### config.mk
export PLATFORM = sky130hd
export DESIGN_NAME = multicycle_control_fsm
export DESIGN_NICKNAME = d
export VERILOG_FILES = /design/src/rtl/multicycle_control_fsm.sv
export SDC_FILE = /design/constraint.sdc
export NUM_CORES = 1
export LEC_CHECK = 0
export BUFFER_PORTS_ARGS = -buffer_cell sky130_fd_sc_hd__buf_2
export CORE_UTILIZATION = 40
export CTS_CLUSTER_SIZE = 10
export DETAILED_ROUTE_END_ITERATION = 8
export PLACE_DENSITY = 0.65
export SETUP_SLACK_MARGIN = 0.02
export SYNTH_ARGS = -nofsm -noshare
export SYNTH_HDL_FRONTEND = slang
export SYNTH_SLANG_ARGS = --single-unit
### constraint.sdc
create_clock -name clk -period 2.79 [get_ports clk]
set_input_delay 0.558 -clock clk [delete_from_list [all_inputs] [get_ports clk]]
set_output_delay 0.558 -clock clk [all_outputs]
set_load 0.05 [all_outputs]
### src/rtl/multicycle_control_fsm.sv
// Multicycle CPU control unit: sequences fetch/decode/execute states and
// drives the datapath control word, retire pulse and retired-instruction count.
module multicycle_control_fsm #(
    parameter logic [5:0] OP_LW    = 6'h00,
    parameter logic [5:0] OP_SW    = 6'h01,
    parameter logic [5:0] OP_J     = 6'h02,
    parameter logic [5:0] OP_RTYPE = 6'h03,
    parameter logic [5:0] OP_BEQ   = 6'h04
) (
    input  logic        clk,
    input  logic        rst,
    input  logic        start,
    input  logic        stop,
    input  logic [5:0]  opcode,
    input  logic        mem_ready,
    output logic [15:0] ctrl,
    output logic [3:0]  state,
    output logic        busy,
    output logic        done,
    output logic        halted,
    output logic [31:0] instr_count
);

    typedef enum logic [3:0] {
        S_IDLE   = 4'd0,
        S_FETCH  = 4'd1,
        S_DECODE = 4'd2,
        S_MEMADR = 4'd3,
        S_MEMRD  = 4'd4,
        S_MEMWB  = 4'd5,
        S_MEMWR  = 4'd6,
        S_REXEC  = 4'd7,
        S_RWB    = 4'd8,
        S_BEQ    = 4'd9,
        S_JMP    = 4'd10,
        S_HALT   = 4'd11
    } state_t;

    state_t      state_q, state_d;
    logic        done_q;
    logic [31:0] count_q;
    logic        retire;
    logic [15:0] ctrl_w;

    always_ff @(posedge clk or posedge rst) begin
        if (rst) begin
            state_q <= S_IDLE;
            done_q  <= 1'b0;
            count_q <= '0;
        end else begin
            state_q <= state_d;
            done_q  <= retire;
            if (retire)
                count_q <= count_q + 32'd1;
        end
    end

    always_comb begin
        state_d = state_q;
        retire  = 1'b0;
        ctrl_w  = '0;
        case (state_q)
            S_IDLE: begin
                if (start)
                    state_d = S_FETCH;
            end
            S_FETCH: begin
                // pcwrite/irwrite only on the completing cycle: one strobe per access
                ctrl_w = mem_ready ? 16'h084A : 16'h0808;
                if (mem_ready)
                    state_d = S_DECODE;
            end
            S_DECODE: begin
                ctrl_w = 16'h1800;
                if (opcode == OP_LW || opcode == OP_SW)
                    state_d = S_MEMADR;
                else if (opcode == OP_RTYPE)
                    state_d = S_REXEC;
                else if (opcode == OP_BEQ)
                    state_d = S_BEQ;
                else if (opcode == OP_J)
                    state_d = S_JMP;
                else
                    state_d = S_HALT;
            end
            S_MEMADR: begin
                ctrl_w = 16'h3000;
                if (opcode == OP_LW)
                    state_d = S_MEMRD;
                else if (opcode == OP_SW)
                    state_d = S_MEMWR;
                else
                    state_d = S_HALT;
            end
            S_MEMRD: begin
                ctrl_w = 16'h000C;
                if (mem_ready)
                    state_d = S_MEMWB;
            end
            S_MEMWB: begin
                ctrl_w  = 16'h4020;
                retire  = 1'b1;
                state_d = stop ? S_IDLE : S_FETCH;
            end
            S_MEMWR: begin
                ctrl_w = mem_ready ? 16'h0014 : 16'h0004;
                if (mem_ready) begin
                    retire  = 1'b1;
                    state_d = stop ? S_IDLE : S_FETCH;
                end
            end
            S_REXEC: begin
                ctrl_w  = 16'h2400;
                state_d = S_RWB;
            end
            S_RWB: begin
                ctrl_w  = 16'hC000;
                retire  = 1'b1;
                state_d = stop ? S_IDLE : S_FETCH;
            end
            S_BEQ: begin
                ctrl_w  = 16'h2281;
                retire  = 1'b1;
                state_d = stop ? S_IDLE : S_FETCH;
            end
            S_JMP: begin
                ctrl_w  = 16'h0102;
                retire  = 1'b1;
                state_d = stop ? S_IDLE : S_FETCH;
            end
            S_HALT: begin
                state_d = S_HALT;
            end
            default: begin
                state_d = S_HALT;
            end
        endcase
    end

    assign ctrl        = ctrl_w;
    assign state       = state_q;
    assign busy        = (state_q != S_IDLE) && (state_q != S_HALT);
    assign halted      = (state_q == S_HALT);
    assign done        = done_q;
    assign instr_count = count_q;

endmodule
==> results of run 1 <==
## worst max-delay path by stage
stage / startpoint / end / slack, ps
6_report: state[0] / ctrl[1] / 370
5_1_grt: state[0] / ctrl[14] / 190
4_1_cts: state[0] / ctrl[1] / 350
3_5_place_dp: mem_ready / instr_count[26] / 440
3_3_place_gp: mem_ready / instr_count[28] / 470
2_1_floorplan: state[2] / ctrl[4] / -30
## critical path: cells and delay by family, from the launching register on
kind	cells	cell delay (ps)
and+or+nand+nor	3	560
DFF	1	530
buffers and inverters	2	490
## cell usage after synthesis, types with 4 or more instances
library cell	instances	area (um2)
sky130_fd_sc_hd__clkbuf_1	4	15.0
sky130_fd_sc_hd__nor2_1	22	82.6
sky130_fd_sc_hd__o21ai_0	5	25.0
sky130_fd_sc_hd__inv_1	5	18.8
sky130_fd_sc_hd__xnor2_1	23	201
sky130_fd_sc_hd__nand2_1	24	90.1
sky130_fd_sc_hd__a21oi_1	6	30.0
sky130_fd_sc_hd__dfrtp_1	37	926
sky130_fd_sc_hd__and4_1	7	61.3
sky130_fd_sc_hd__nor3_1	10	50.1
sky130_fd_sc_hd__xor2_1	11	96.3
sky130_fd_sc_hd__and3_1	6	37.5
sky130_fd_sc_hd__nand4_1	12	75.1
sky130_fd_sc_hd__nand3_1	10	50.1
## state kept, by name, summed over array words and instances (netlist names)
register	flops
instr_count	32
state	4
done	1
## cell type report
| class | instances | area (um2) | share of cell area (%) |
|---|---|---|---|
| clock buffers | 7 | 86.3 | 3.37 |
| clock inverters | 1 | 30.0 | 1.17 |
| inverters | 5 | 18.8 | 0.732 |
| multi-input cells | 166 | 1050 | 40.9 |
| flip-flops and latches | 37 | 926 | 36.1 |
| well taps | 67 | 83.8 | 3.27 |
| repair buffers | 71 | 370 | 14.5 |
## kinds of logic (layout without fill, tap and decap cells)
kind of cell | count (synthesis) | in the layout | share of synthesized area (%)
multiplexers | 1 | 1 | 0.553
buffers and inverters | 17 | 84 | 4.06
flip-flops | 37 | 37 | 45.5
AO/OA/AOI/OAI | 22 | 22 | 6.82
adder cells (fa/ha/maj) | 1 | 1 | 0.615
AND/OR/NAND/NOR | 108 | 108 | 27.8
XOR/XNOR | 34 | 34 | 14.6
## routing by layer
metal	routed length [um]	vias to the layer above	global-route usage [%]
li1	-	905	-
met1	2070	858	23.2
met2	2020	42	26.2
met3	178	7	4.12
met4	87	0	7.48
met5	0	-	0
## report_power, final
group / total, uW / internal (uW) / switching (uW) / leakage [uW]
Clock: 473 / 291 / 181 / 0.0000585
Combinational: 1320 / 353 / 969 / 0.000734
Sequential: 705 / 608 / 97.0 / 0.000500
## per-stage QoR
step,worst slack [ps],instance area (um2),util [%],TNS (ps)
2_1_floorplan,-27.9,2060,-,-27.9
3_3_place_gp,474,2450,50.8,0
3_5_place_dp,437,2450,50.8,0
4_1_cts,352,2560,53.2,0
5_1_grt,191,2560,53.2,0
6_report,366,2560,53.2,0
==> reports/summary.md, run 1 <==
The wire-length estimate of the detail-placed layout is 3210 um. In the final routed layout, each cell accounts on average for 12.3 um. The floorplan step defined a die boundary enclosing 5380 um2. The maximum clock skew at final layout is 5.60 ps, and the final hold slack is 363 ps.

At the worst endpoint, the required time is 2230 ps. In this run the core area contains 25 standard-cell rows. STA puts the critical path data arrival time at 1870 ps.

The slowest stage of the critical path belongs to the cell sky130_fd_sc_hd__dfrtp_1. The most common library cell in the layout ignoring fill and taps is sky130_fd_sc_hd__buf_2. Number of placed I/O pins: 66. The number of non-filler instances in the completed layout was 354. Based on the critical path, the design can be clocked at up to 0.413 GHz.

The largest single stage delay on the critical path is 530 ps. Number of fill cells in the layout: 473. The clock transition at the register clock pins on the worst setup and hold paths after CTS was 70 ps. Startpoint-to-endpoint class of the critical path: reg -> out. The total CTS buffers came out at 5. The design draws 2500 uW. In the routed design, unresolved DRC markers number 0. In this run the tool buffered the top-level ports with 65 buffer cells.

The tools report the netlist area before placement as 2040 um2. The tools report the buffer type at the clock tree root as sky130_fd_sc_hd__clkbuf_8. The tools report the count of pins over their slew limit as 0. The slew at the pin closest to its max-slew limit works out to 641 ps. The starting DRC count in detailed routing came out at 125. The logs give 0 for the initial antenna violation count and 7210 um for the wire length of the first global-routing pass.

The logs give 0 for the number of buffers inserted for hold repair after clock tree synthesis and 0 for the residual antenna-violating net count after detailed routing. For the reported max-cap violation count, the log shows 0. Walking the worst path, the cells encountered are inv_1 -> nor2_1 -> and3_1 -> or2_2 -> buf_2. Number of enable flip-flop cells after synthesis: 0. The final cycle utilization of the critical path is 86.9%. The worst register-to-register path ends at instr_count[28]. The post-detailed-route via-to-cell ratio works out to 5.12. Final-report hold violation count: 0. In this run, placement finished with an instance count of 346. Setup slack on the worst reg-to-reg path comes out at 550 ps. The run gives 0 as the antenna diode instance count. The main flop type after synthesis is sky130_fd_sc_hd__dfrtp_1. Maximum fanout count along the critical path: 12.

The number of resized instances in the post-cts repair step was 0; the async set-or-reset flop fraction in the synthesized netlist was 100%. STA classifies the critical path startpoint as a register. The net total in the final layout is 298. The sum of routed wire length over all layers was 4360 um; the worst slew margin relative to its limit was 57.0%.

The static leakage came out at 0.00129 uW. Counting cells, the worst reg-to-reg path comes to 5. For this run the aggregate overflow at the end of global routing stands at 0. The clock latency at the later pin of the worst-skew pair was 280 ps. Routability-driven placement finished with a final weighted congestion of 0.830.

The sequential fraction of the synthesis area came out at 45.5%. Maximum number of pins on one net before global-route repair: 38. In this run, distinct cell masters in the synthesized netlist total 39. During synthesis, Yosys emitted a total of 0 warnings.

The tools report the synthesized instance count as 220. The via count came out at 1812. Number of setup buffers added after CTS: 0.

The logs give 1607 for the via count of the first global-routing pass and 2 for the worst-case clock buffer depth. Launch point of the worst reg-to-reg path: state[0]. The share of cells above drive strength 1 came out at 30.3%. The worst-case IR drop observed on VDD is 665 uV. Setup violations remaining at the end of the flow were counted as 0. The number of nets in the synthesized netlist is 232. The pre-antenna-repair detailed-routing pass consisted of 4 iterations.

The worst setup path is captured at an output pin. Number of sinks driven by the clock tree: 37. The die is 73.3 um tall. In this run the worst hold path is classified as in -> async.

The smallest clock period supported by the final layout is computed as 2420 ps. CTS built an H-tree with a depth of 2. TritonCTS built the clock tree. Leaving out fill and tap cells, the most frequent cells in the layout are sky130_fd_sc_hd__buf_2 (65), sky130_fd_sc_hd__dfrtp_1 (37), sky130_fd_sc_hd__nand2_1 (24). A synthesized cell averages 9.25 um2. The area growth from synthesis to layout is 25.9%. The run finished with clean final reports. The total routing usage reported by global routing came out at 17.2%.

The tools report the starting density of the core as 42.3%. From left edge to right edge, the die measures 73.3 um. The core region is 4820 um2. The total of flip-flops plus latches after synthesis works out to 37. For this design the ratio of total power to cell area is 976 nW/um2. Setup repair after global routing left no endpoint under its margin.
(Power assumes the default switching activity.)
==> inputs of run 2 (changes only) <==
BUFFER_PORTS_ARGS = not set   (was -buffer_cell sky130_fd_sc_hd__buf_2)
DONT_BUFFER_PORTS = 1   (was not set)
PLACE_DENSITY = not set   (was 0.65)
==> run 2 against run 1 <==
Compared with the run above:
- utilization up 0.078 points
- worst hold slack worse by 110 ps
- combinational power up 8%
- via count down 4.7%
- largest cell class unchanged
- sequential share of layout area down 0.053 points
- worst setup slack better by 110 ps
- critical path type unchanged
- die area unchanged
- clock power down 2%
- clock skew up 2.3 ps
- largest power group unchanged
- sequential power down 3.4%
==> reports/summary.md, run 2 (synthesis results as in run 1) <==
The maximum clock skew at final layout is 7.90 ps (+2.30 ps), and the die width is 73.3 um (unchanged). Die footprint: 5380 um2 (unchanged). Maximum cell stage delay along the critical path: 460 ps (-70 ps). The critical path goes through inv_1 -> nor2_1 -> and3_1 -> or2_2.

The via count of the first global-routing pass is 1581 (-1.6%). The final cycle utilization of the critical path was 83.1% (-3.8 points); the total power per unit cell area was 1000 nW/um2 (+2.6%). The worst endpoint required time is 2230 ps (about the same). The worst setup path is launched from a register. The number of non-filler instances in the completed layout is 329 (-7.1%), and the final-report hold violation count is 0 (unchanged). The total CTS buffers is 5 (unchanged), and the number of placed I/O pins is 66 (unchanged). The power consumption was 2570 uW (+2.8%); the worst ir drop on vdd was 590 uV (-11%). The post-detailed-route via-to-cell ratio is 5.25 (+2.6%). The run gives 0 (unchanged) as the number of setup buffers added after CTS. The switching power is 1280 uW (+2.7%).

For the number of sinks driven by the clock tree, the log shows 37 (unchanged). CTS placed an instance of sky130_fd_sc_hd__clkbuf_8 at the clock tree root. The level count of the clock H-tree was 2 (unchanged); the count of standard-cell rows was 25 (unchanged). The tools report the final setup violation count as 0 (unchanged). For the clock latency at the later pin of the worst-skew pair, the log shows 290 ps (about the same).

Number of buffers added on ports: 0 (-100%). For the via count, the log shows 1727 (-4.7%). For the cell area after layout, the log shows 2570 um2 (+0.15%).

The maximum fanout count along the critical path came out at 8 (-4). Setup repair after global routing left no endpoint under its margin. Fmax: 0.431 GHz (+4.5%).

The sequential share of power was 26.5% (-1.7 points); the flip-flop count of the largest register after layout was 32 (unchanged). The logs give 18.1% (-0.8 points) for the share of power burned in the clock network and 1760 ps (-110 ps) for the arrival time reported for the critical path endpoint. The logs give 4 (unchanged) for the number of search-and-repair iterations in the first detailed-routing pass and 7440 um (+3.2%) for the wire length of the first global-routing pass. For the number of buffers inserted for hold repair after clock tree synthesis, the log shows 0 (unchanged). The tools report the total routing usage reported by global routing as 17.9% (+0.69 points).

For the residual antenna-violating net count after detailed routing, the log shows 0 (unchanged). The run gives 0 (unchanged) as the initial antenna violation count. The post-detailed-route DRC marker count was 0 (unchanged).

The path class of the tightest hold or removal check is in -> async. The run gives 0 (unchanged) as the count of pins over their slew limit. The antenna diode instance count was 0 (unchanged); the starting DRC count in detailed routing was 100 (-20%). In the layout the commonest cells are sky130_fd_sc_hd__buf_4 (44), sky130_fd_sc_hd__dfrtp_1 (37), sky130_fd_sc_hd__nand2_1 (24). From synthesis to final layout, the design area changed by 26.1%.

The proportion of total power due to net switching came out at 49.9% (about the same). The reported max-cap violation count was 0 (unchanged). The global placer's final weighted congestion is 0.850 (+2.5%). The number of fill cells in the layout is 457 (-3.4%). The logs give 4820 um2 (unchanged) for the standard cell core area and 2450 um2 (+0.20%) for the placed instance area.

The worst slew margin relative to its limit is 60.5% (+3.5 points), and the share of cells above drive strength 1 is 24.0% (-6.3 points). The vertical extent of the die is 73.3 um (unchanged), and the clock period minus worst slack is 2320 ps (-105 ps). The net total in the final layout is 273 (-8.4%).

On the critical path, the stage with the largest delay is an instance of sky130_fd_sc_hd__dfrtp_1. For the total global routing overflow, the log shows 0 (unchanged). The worst-case clock buffer depth is 2 (unchanged).

The average wire length per cell after detail routing is 13.9 um (+13%). Leaving out fill and tap cells, the most frequent cell in the layout is sky130_fd_sc_hd__buf_4. The flow ran to the end, and the final reports show no timing, DRC or antenna violations. The tools report the starting density of the core as 42.3% (unchanged).

The slew at the pin closest to its max-slew limit works out to 593 ps (-48.0 ps). TritonCTS built the clock tree. The clock transition at the register clock pins on the worst setup and hold paths after CTS came out at 80 ps (about the same). The endpoint kind of the worst setup timing path is an output pin. The detailed-placement wirelength estimate was 3390 um (+5.7%); the internal power summed over all cells was 1290 uW (+2.8%). The run gives 4560 um (+4.7%) as the sum of routed wire length over all layers. The total instance count after detailed placement is 321 (-7.2%). The maximum number of pins on one net before global-route repair came out at 38 (unchanged).

Static leakage: 0.00118 uW (-8.6%). The tools report the number of resized instances in the post-cts repair step as 0 (unchanged). The tools report the combinational cell fraction of total power as 55.4% (+2.5 points).

By startpoint and endpoint, the worst setup path is classified as reg -> out.
-- run 2: per-layer routing --
metal | track usage, % | share of wire, % | vias to the layer above | routed length, um
li1 | - | - | 846 | -
met1 | 24.0 | 46 | 831 | 2080
met2 | 27.4 | 48 | 45 | 2170
met3 | 5.62 | 5.5 | 5 | 250
met4 | 5.98 | 1.3 | 0 | 58
met5 | 0 | 0 | - | 0
-- run 2: stage by stage --
| stage | hold slack [ps] | utilization, % | setup WS, ps | setup TNS (ps) |
|---|---|---|---|---|
| after detailed placement | 590 | 50.9 | 648 | 0 |
| after CTS | 275 | 53.3 | 457 | 0 |
| after global routing | 300 | 53.3 | 392 | 0 |
| final | 257 | 53.3 | 471 | 0 |
| after global placement | 586 | 50.9 | 662 | 0 |
| after floorplan | 738 | - | -27.9 | -27.9 |
-- run 2: power groups by stage --
stage / clock network, uW / logic [uW] / registers, uW
after floorplan: 0 / 857 / 927
after global placement: 0 / 1420 / 688
after detailed placement: 0 / 1430 / 690
after CTS: 474 / 1430 / 681
after global routing: 499 / 1510 / 690
final: 465 / 1420 / 681
-- run 2: critical path, delay by kind of cell, from the launching register on --
| family | cells | cell delay, ps |
|---|---|---|
| AND/OR/NAND/NOR | 3 | 730 |
| flip-flops | 1 | 460 |
| buffers and inverters | 1 | 290 |
-- run 2: path summary, 6_finish.rpt --
kind                                start              end  slack (ps)  cells after the start
max reg2reg                      state[0]  instr_count[30]         680                      5
min reg2reg                instr_count[1]   instr_count[1]         620                      2
min in group clk                mem_ready         state[1]         500                      2
max in group asynchronous             rst  instr_count[14]        2210                      2
min                                   rst   instr_count[8]         260                      2
max                              state[0]          ctrl[1]         470                      4
-- run 2: area by class of cell --
| type | count | area, um2 | share of cell area, % |
|---|---|---|---|
| multi-input cells | 166 | 1050 | 41.0 |
| well taps | 67 | 83.8 | 3.27 |
| inverters | 5 | 18.8 | 0.731 |
| clock buffers | 5 | 68.8 | 2.68 |
| repair buffers | 46 | 370 | 14.4 |
| clock inverters | 3 | 46.3 | 1.80 |
| flip-flops and latches | 37 | 926 | 36.1 |
